--- src/rtl/axis_pkt_fifo_if.sv ---
// AXI4-Stream beat bundle (tdata/tkeep/tlast/tvalid/tready) shared by
// the upstream and downstream sides of the packet FIFO.
interface axis_pkt_fifo_if #(
  parameter int DATA_W = 32
);
  logic [DATA_W-1:0]   tdata;
  logic [DATA_W/8-1:0] tkeep;
  logic                tlast;
  logic                tvalid;
  logic                tready;

  modport master (output tdata, output tkeep, output tlast, output tvalid, input  tready);
  modport slave  (input  tdata, input  tkeep, input  tlast, input  tvalid, output tready);
endinterface

--- src/rtl/axis_pkt_fifo.sv ---
// Store-and-forward AXI4-Stream packet FIFO: a packet becomes visible only
// once its tlast beat is written; packets larger than the storage are dropped.
module axis_pkt_fifo #(
  parameter int DATA_W = 32,
  parameter int DEPTH  = 16
) (
  input  logic                   aclk,
  input  logic                   areset,
  axis_pkt_fifo_if.slave         s_axis,
  axis_pkt_fifo_if.master        m_axis,
  output logic [$clog2(DEPTH):0] fill,
  output logic [$clog2(DEPTH):0] pkt_count,
  output logic                   drop
);
  localparam int AW     = $clog2(DEPTH);
  localparam int PTR_W  = AW + 1;
  localparam int KEEP_W = DATA_W / 8;
  localparam int ENT_W  = DATA_W + KEEP_W + 1;
  localparam logic [PTR_W-1:0] DEPTH_P = PTR_W'(DEPTH);

  typedef enum logic {ACCEPT, DROP} state_t;

  state_t           state_q, state_d;
  logic [PTR_W-1:0] wr_ptr_q, wr_ptr_d;
  logic [PTR_W-1:0] wr_commit_q, wr_commit_d;
  logic [PTR_W-1:0] rd_ptr_q;
  logic [PTR_W-1:0] cnt_q;
  logic             drop_q, drop_d;
  logic             s_ready, wr_en, commit;
  logic [PTR_W-1:0] used, uncommitted;
  logic [ENT_W-1:0] mem [DEPTH];
  logic [ENT_W-1:0] rd_entry;
  logic             rd_hs, rd_last;

  assign used        = wr_ptr_q - rd_ptr_q;
  assign uncommitted = wr_ptr_q - wr_commit_q;

  always_comb begin
    state_d     = state_q;
    wr_ptr_d    = wr_ptr_q;
    wr_commit_d = wr_commit_q;
    drop_d      = 1'b0;
    s_ready     = 1'b0;
    wr_en       = 1'b0;
    commit      = 1'b0;
    case (state_q)
      ACCEPT: begin
        // The open packet alone fills storage: it can never commit, so discard it.
        if (uncommitted == DEPTH_P) begin
          s_ready = 1'b1;
          if (s_axis.tvalid) begin
            wr_ptr_d = wr_commit_q;
            if (s_axis.tlast) drop_d = 1'b1;
            else              state_d = DROP;
          end
        end else if (used != DEPTH_P) begin
          s_ready = 1'b1;
          if (s_axis.tvalid) begin
            wr_en    = 1'b1;
            wr_ptr_d = wr_ptr_q + 1'b1;
            if (s_axis.tlast) begin
              commit      = 1'b1;
              wr_commit_d = wr_ptr_q + 1'b1;
            end
          end
        end
      end
      DROP: begin
        s_ready = 1'b1;
        if (s_axis.tvalid && s_axis.tlast) begin
          drop_d  = 1'b1;
          state_d = ACCEPT;
        end
      end
      default: state_d = ACCEPT;
    endcase
  end

  always_ff @(posedge aclk) begin
    if (areset) begin
      state_q     <= ACCEPT;
      wr_ptr_q    <= '0;
      wr_commit_q <= '0;
      rd_ptr_q    <= '0;
      cnt_q       <= '0;
      drop_q      <= 1'b0;
    end else begin
      state_q     <= state_d;
      wr_ptr_q    <= wr_ptr_d;
      wr_commit_q <= wr_commit_d;
      drop_q      <= drop_d;
      if (rd_hs) rd_ptr_q <= rd_ptr_q + 1'b1;
      case ({commit, rd_last})
        2'b10:   cnt_q <= cnt_q + 1'b1;
        2'b01:   cnt_q <= cnt_q - 1'b1;
        default: cnt_q <= cnt_q;
      endcase
    end
  end

  always_ff @(posedge aclk) begin
    if (wr_en && !areset)
      mem[wr_ptr_q[AW-1:0]] <= {s_axis.tlast, s_axis.tkeep, s_axis.tdata};
  end

  assign rd_entry      = mem[rd_ptr_q[AW-1:0]];
  assign m_axis.tvalid = !areset && (cnt_q != '0);
  assign m_axis.tdata  = rd_entry[DATA_W-1:0];
  assign m_axis.tkeep  = rd_entry[DATA_W +: KEEP_W];
  assign m_axis.tlast  = rd_entry[ENT_W-1];
  assign rd_hs         = m_axis.tvalid && m_axis.tready;
  assign rd_last       = rd_hs && m_axis.tlast;

  assign s_axis.tready = s_ready && !areset;
  assign fill          = areset ? '0 : used;
  assign pkt_count     = areset ? '0 : cnt_q;
  assign drop          = drop_q && !areset;
endmodule

--- src/flat_wrapper.sv ---
// flat-port wrapper written by rule: the top's interface ports become plain ports
module axis_pkt_fifo_flat 
#(
  parameter int DATA_W = 32,
  parameter int DEPTH  = 16
)
  (aclk, areset, fill, pkt_count, drop, s_axis_tdata, s_axis_tkeep, s_axis_tlast, s_axis_tvalid, s_axis_tready, m_axis_tdata, m_axis_tkeep, m_axis_tlast, m_axis_tvalid, m_axis_tready);
  axis_pkt_fifo_if #(.DATA_W(DATA_W)) s_axis_i ();
  axis_pkt_fifo_if #(.DATA_W(DATA_W)) m_axis_i ();
  input  logic aclk;
  input  logic areset;
  output logic [$clog2(DEPTH):0] fill;
  output logic [$clog2(DEPTH):0] pkt_count;
  output logic drop;
  input wire logic [$bits(s_axis_i.tdata)-1:0] s_axis_tdata;
  input wire logic [$bits(s_axis_i.tkeep)-1:0] s_axis_tkeep;
  input wire logic [$bits(s_axis_i.tlast)-1:0] s_axis_tlast;
  input wire logic [$bits(s_axis_i.tvalid)-1:0] s_axis_tvalid;
  output wire logic [$bits(s_axis_i.tready)-1:0] s_axis_tready;
  output wire logic [$bits(m_axis_i.tdata)-1:0] m_axis_tdata;
  output wire logic [$bits(m_axis_i.tkeep)-1:0] m_axis_tkeep;
  output wire logic [$bits(m_axis_i.tlast)-1:0] m_axis_tlast;
  output wire logic [$bits(m_axis_i.tvalid)-1:0] m_axis_tvalid;
  input wire logic [$bits(m_axis_i.tready)-1:0] m_axis_tready;
  assign s_axis_i.tdata = s_axis_tdata;
  assign s_axis_i.tkeep = s_axis_tkeep;
  assign s_axis_i.tlast = s_axis_tlast;
  assign s_axis_i.tvalid = s_axis_tvalid;
  assign s_axis_tready = s_axis_i.tready;
  assign m_axis_tdata = m_axis_i.tdata;
  assign m_axis_tkeep = m_axis_i.tkeep;
  assign m_axis_tlast = m_axis_i.tlast;
  assign m_axis_tvalid = m_axis_i.tvalid;
  assign m_axis_i.tready = m_axis_tready;
  axis_pkt_fifo #(.DATA_W(DATA_W), .DEPTH(DEPTH)) u_core (.aclk(aclk), .areset(areset), .s_axis(s_axis_i), .m_axis(m_axis_i), .fill(fill), .pkt_count(pkt_count), .drop(drop));
endmodule
--- config.mk ---
export PLATFORM = sky130hd
export DESIGN_NAME = axis_pkt_fifo_flat
export DESIGN_NICKNAME = d
export VERILOG_FILES = /design/src/rtl/axis_pkt_fifo_if.sv /design/src/rtl/axis_pkt_fifo.sv /design/src/flat_wrapper.sv
export SDC_FILE = /design/constraint.sdc
export NUM_CORES = 1
export LEC_CHECK = 0
export BUFFER_PORTS_ARGS = -buffer_cell sky130_fd_sc_hd__buf_2
export CORE_AREA = 3 3 288 290
export DETAILED_ROUTE_END_ITERATION = 8
export DIE_AREA = 0 0 291 293
export PLACE_DENSITY_LB_ADDON = 0.12
export SLEW_MARGIN = 20
export SYNTH_ARGS = -nofsm -noshare
export SYNTH_HDL_FRONTEND = slang
export SYNTH_SLANG_ARGS = --single-unit
--- constraint.sdc ---
create_clock -name aclk -period 11.1 [get_ports aclk]
set_input_delay 2.22 -clock aclk [delete_from_list [all_inputs] [get_ports aclk]]
set_output_delay 2.22 -clock aclk [all_outputs]
set_load 0.05 [all_outputs]
==> impl_metrics.csv <==
group,metric,value,unit
logic_synthesis,ys_seq_elements,618,
cts,post-cts-setup-buffers,0,
timing,fin_tns_setup,0,ns
global_route,gr-max-usage-layer,"met2",
global_route,grt.total_usage,0.141,
pwr,ir_drop,0.109,mV
cts,numClockSinks,618,
logic_synthesis,yosysMostFrequentCell,"edfxtp_1",
logic_synthesis,synthFlopType,"edfxtp_1",
setup_path,cp-end-kind,"output port",
routing,drc_errors,0,
routing,antenna_left,0,
timing,setup_viol,0,
timing,maxSlewHeadroom,0.341,
setup_path,startpoint_type,"flop",
setup_path,crit_arrival,3.72,ns
cts,clk_pin_slew,0.06,ns
logic_synthesis,yosysWarnings,0,
placed_design,hpwl,27800,um
timing,hold_viol,0,
timing,slew_violations,0,
logic_synthesis,synthCells,1062,
timing,fmax,0.168,GHz
run,max-cap-violations,0,
logic_synthesis,avgSynthCellArea,22.8,um2
global_route,antenna_found_initial,7,
placed_design,place.gp.congestion,0.675,
global_route,met2_usage,0.240,
cts,root_buffer,"clkbuf_16",
logic_synthesis,synthArstFlopShare,0,
layout,nets,1253,
logic_synthesis,synth.area.top_cells,"edfxtp_1 74%, mux4_2 17%, dfxtp_1 2.2%",
global_route,grt_max_degree,59,
logic_synthesis,synth_top_cell_area_share,0.736,
routing,dr_total_vias,11100,
layout,syn2layout_area_growth,16.1,%
floorplanning,core,80500,um2
cts,cts_buffers,70,
setup_path,path_max_fanout,46,
floorplanning,start_util,0.300,
global_route,grt_pass1_vias,12400,
routing,wire_per_inst,25.8,um
hold_path,hp-class,"flop to flop",
logic_synthesis,synth_commonest_cells,"592 x edfxtp_1, 185 x mux4_2, 26 x dfxtp_1, 26 x nor2_1, 22 x clkbuf_1",
setup_path,r2r_slack,6.70,ns
layout,drive_above_1_share,0.333,
timing,period_share,0.535,
floorplanning,ios,91,
timing,rsz0062_at_grt,"no",
cts,post_cts_resize_count,0,
logic_synthesis,yosysUniqueCellTypes,58,
status,status,"finished clean",
layout,n_fill_cell,7445,
pwr,p_total,5730,uW
floorplanning,row_count,104,
timing,layout_min_cycle_time,5.94,ns
pwr,leakagePower,0.00852,uW
logic_synthesis,syn_area,24200,um2
setup_path,cp.required,8.88,ns
routing,avgViaCountPerCell,4.83,
logic_synthesis,synth_edf_count,592,
logic_synthesis,ys_seq_area_frac,0.757,
global_route,grt_pass1_wl,87400,um
cts,cts_max_level,3,
pwr,p_per_area,204,nW/um2
placed_design,portBuffers,90,
timing,skew,0.0148,ns
floorplanning,fp.dieH,293,um
logic_synthesis,synth_top_area_cell,"edfxtp_1",
routing,drtIter0Drc,798,
cts,clk_latency,0.60,ns
timing,tightest_slew,0.988,ns
global_route,use_met1,0.185,
routing,totalWireLength,59600,um
cts,cts_tree,"built",
floorplanning,die_w,291,um
placed_design,placed_area,25900,um2
floorplanning,die-area,85300,um2
logic_synthesis,syn_nets,1122,
layout,finalInstanceArea,28000,um2
cts,cts_hold_buf,0,
cts,clockBufferDepth,3,
global_route,met3_usage,0.0305,
routing,drtPass1Iterations,4,
global_route,globalRoute.totalOverflow,0,
setup_path,worstSetupPathType,"flop to output port",
-- worst paths after layout --
path                                                       from                           end  cells past startpoint
worst min-delay path               u_core.cnt_q[4]$_SDFFE_PP0P_  u_core.cnt_q[4]$_SDFFE_PP0P_                      2
worst max register to register  u_core.wr_ptr_q[0]$_SDFFE_PP0P_  u_core.cnt_q[4]$_SDFFE_PP0P_                     16
worst max-delay path                                       flop              m_axis_tdata[18]                      4
worst min register to register     u_core.cnt_q[4]$_SDFFE_PP0P_  u_core.cnt_q[4]$_SDFFE_PP0P_                      2
-- area by class of cell --
| type | instances | area (um2) | area share |
|---|---|---|---|
| clock inverters | 32 | 246 | 0.00879 |
| inverters | 17 | 63.8 | 0.00228 |
| multi-input cells | 374 | 5620 | 0.200 |
| well taps | 1060 | 1330 | 0.0473 |
| clock buffers | 91 | 1850 | 0.0660 |
| repair buffers | 112 | 616 | 0.0220 |
| diodes | 3 | 7.51 | 0.000268 |
| flip-flops and latches | 618 | 18300 | 0.653 |
-- metal layers --
metal  routed length [um]  part of all wire  up-vias
met3                 2420             0.041       83
met2                30000              0.50      178
met4                  910             0.015        6
met5                   40           0.00067        -
li1                     -                 -     4773
met1                26300              0.44     6105
-- metrics by stage --
step / instances / util / setup WS [ns] / hold slack, ns
after CTS: 2304 / 0.348 / 4.94 / 0.499
final: 2307 / 0.348 / 5.16 / 0.497
after global routing: 2305 / 0.348 / 4.83 / 0.530
after global placement: 2181 / 0.322 / 5.55 / 0.481
after floorplan: 1062 / - / 4.13 / 0.451
after detailed placement: 2181 / 0.322 / 5.59 / 0.491
-- registers in the layout (all words and copies together) (netlist names), named ones only --
signal              count
u_core.cnt_q            5
u_core.drop_q           1
u_core.mem            592
u_core.rd_ptr_q         5
u_core.state_q          1
u_core.wr_commit_q      5
u_core.wr_ptr_q         5
-- worst max-delay path: stages, from the launching register on --
cell and delay, ns:
dfxtp_4 0.82, buf_4 0.88, mux4_2 0.61, mux4_2 0.53, buf_2 0.24
-- where the power goes --
| group | switching, uW | internal, uW |
|---|---|---|
| Clock | 908 | 1230 |
| Sequential | 47.0 | 2650 |
| Combinational | 583 | 310 |
-- kinds of logic (layout without fill, tap and decap cells) --
| family | after synthesis | count (layout) | synth area share |
|---|---|---|---|
| other | 0 | 3 | 0 |
| xor gates and xnor gates | 15 | 15 | 0.00606 |
| and+or+nand+nor | 101 | 101 | 0.0220 |
| adders and majority gates | 19 | 19 | 0.0105 |
| AOI/OAI and AO/OA | 46 | 46 | 0.0140 |
| muxes | 193 | 193 | 0.176 |
| buffers and inverters | 70 | 252 | 0.0142 |
| DFF | 618 | 618 | 0.757 |
-- layout by cell type (no fill, tap or decap), types with 3 or more instances in the layout --
cell       netlist  routed
dfxtp_1         26      22
nor3_1          10       7
nor3_2           0       3
clkinv_1         1      17
a211oi_1         3       3
clkbuf_1        22      20
clkbuf_16        0      71
edfxtp_1       592     592
nand2_1         14      14
nand4_1          3       3
dfxtp_4          0       4
mux2_1           3       3
nand3_1          8       8
clkinv_2         0       8
mux2i_1          4       4
buf_4           12      22
mux4_2         185     185
o211ai_1         3       3
nor4_2           0      12
nor2b_1         11      11
diode_2          0       3
nand2b_1         4       4
o21ai_0          6       6
xor2_1           5       5
buf_2            5      90
a31oi_1          4       4
o2111ai_1        3       3
a21oi_1         12      12
nor2_1          26      26
inv_16           0       3
inv_6            0       3
ha_1            17      17
inv_1           16      16
xnor2_1          8       8
Power figures use the tool's default switching activity.
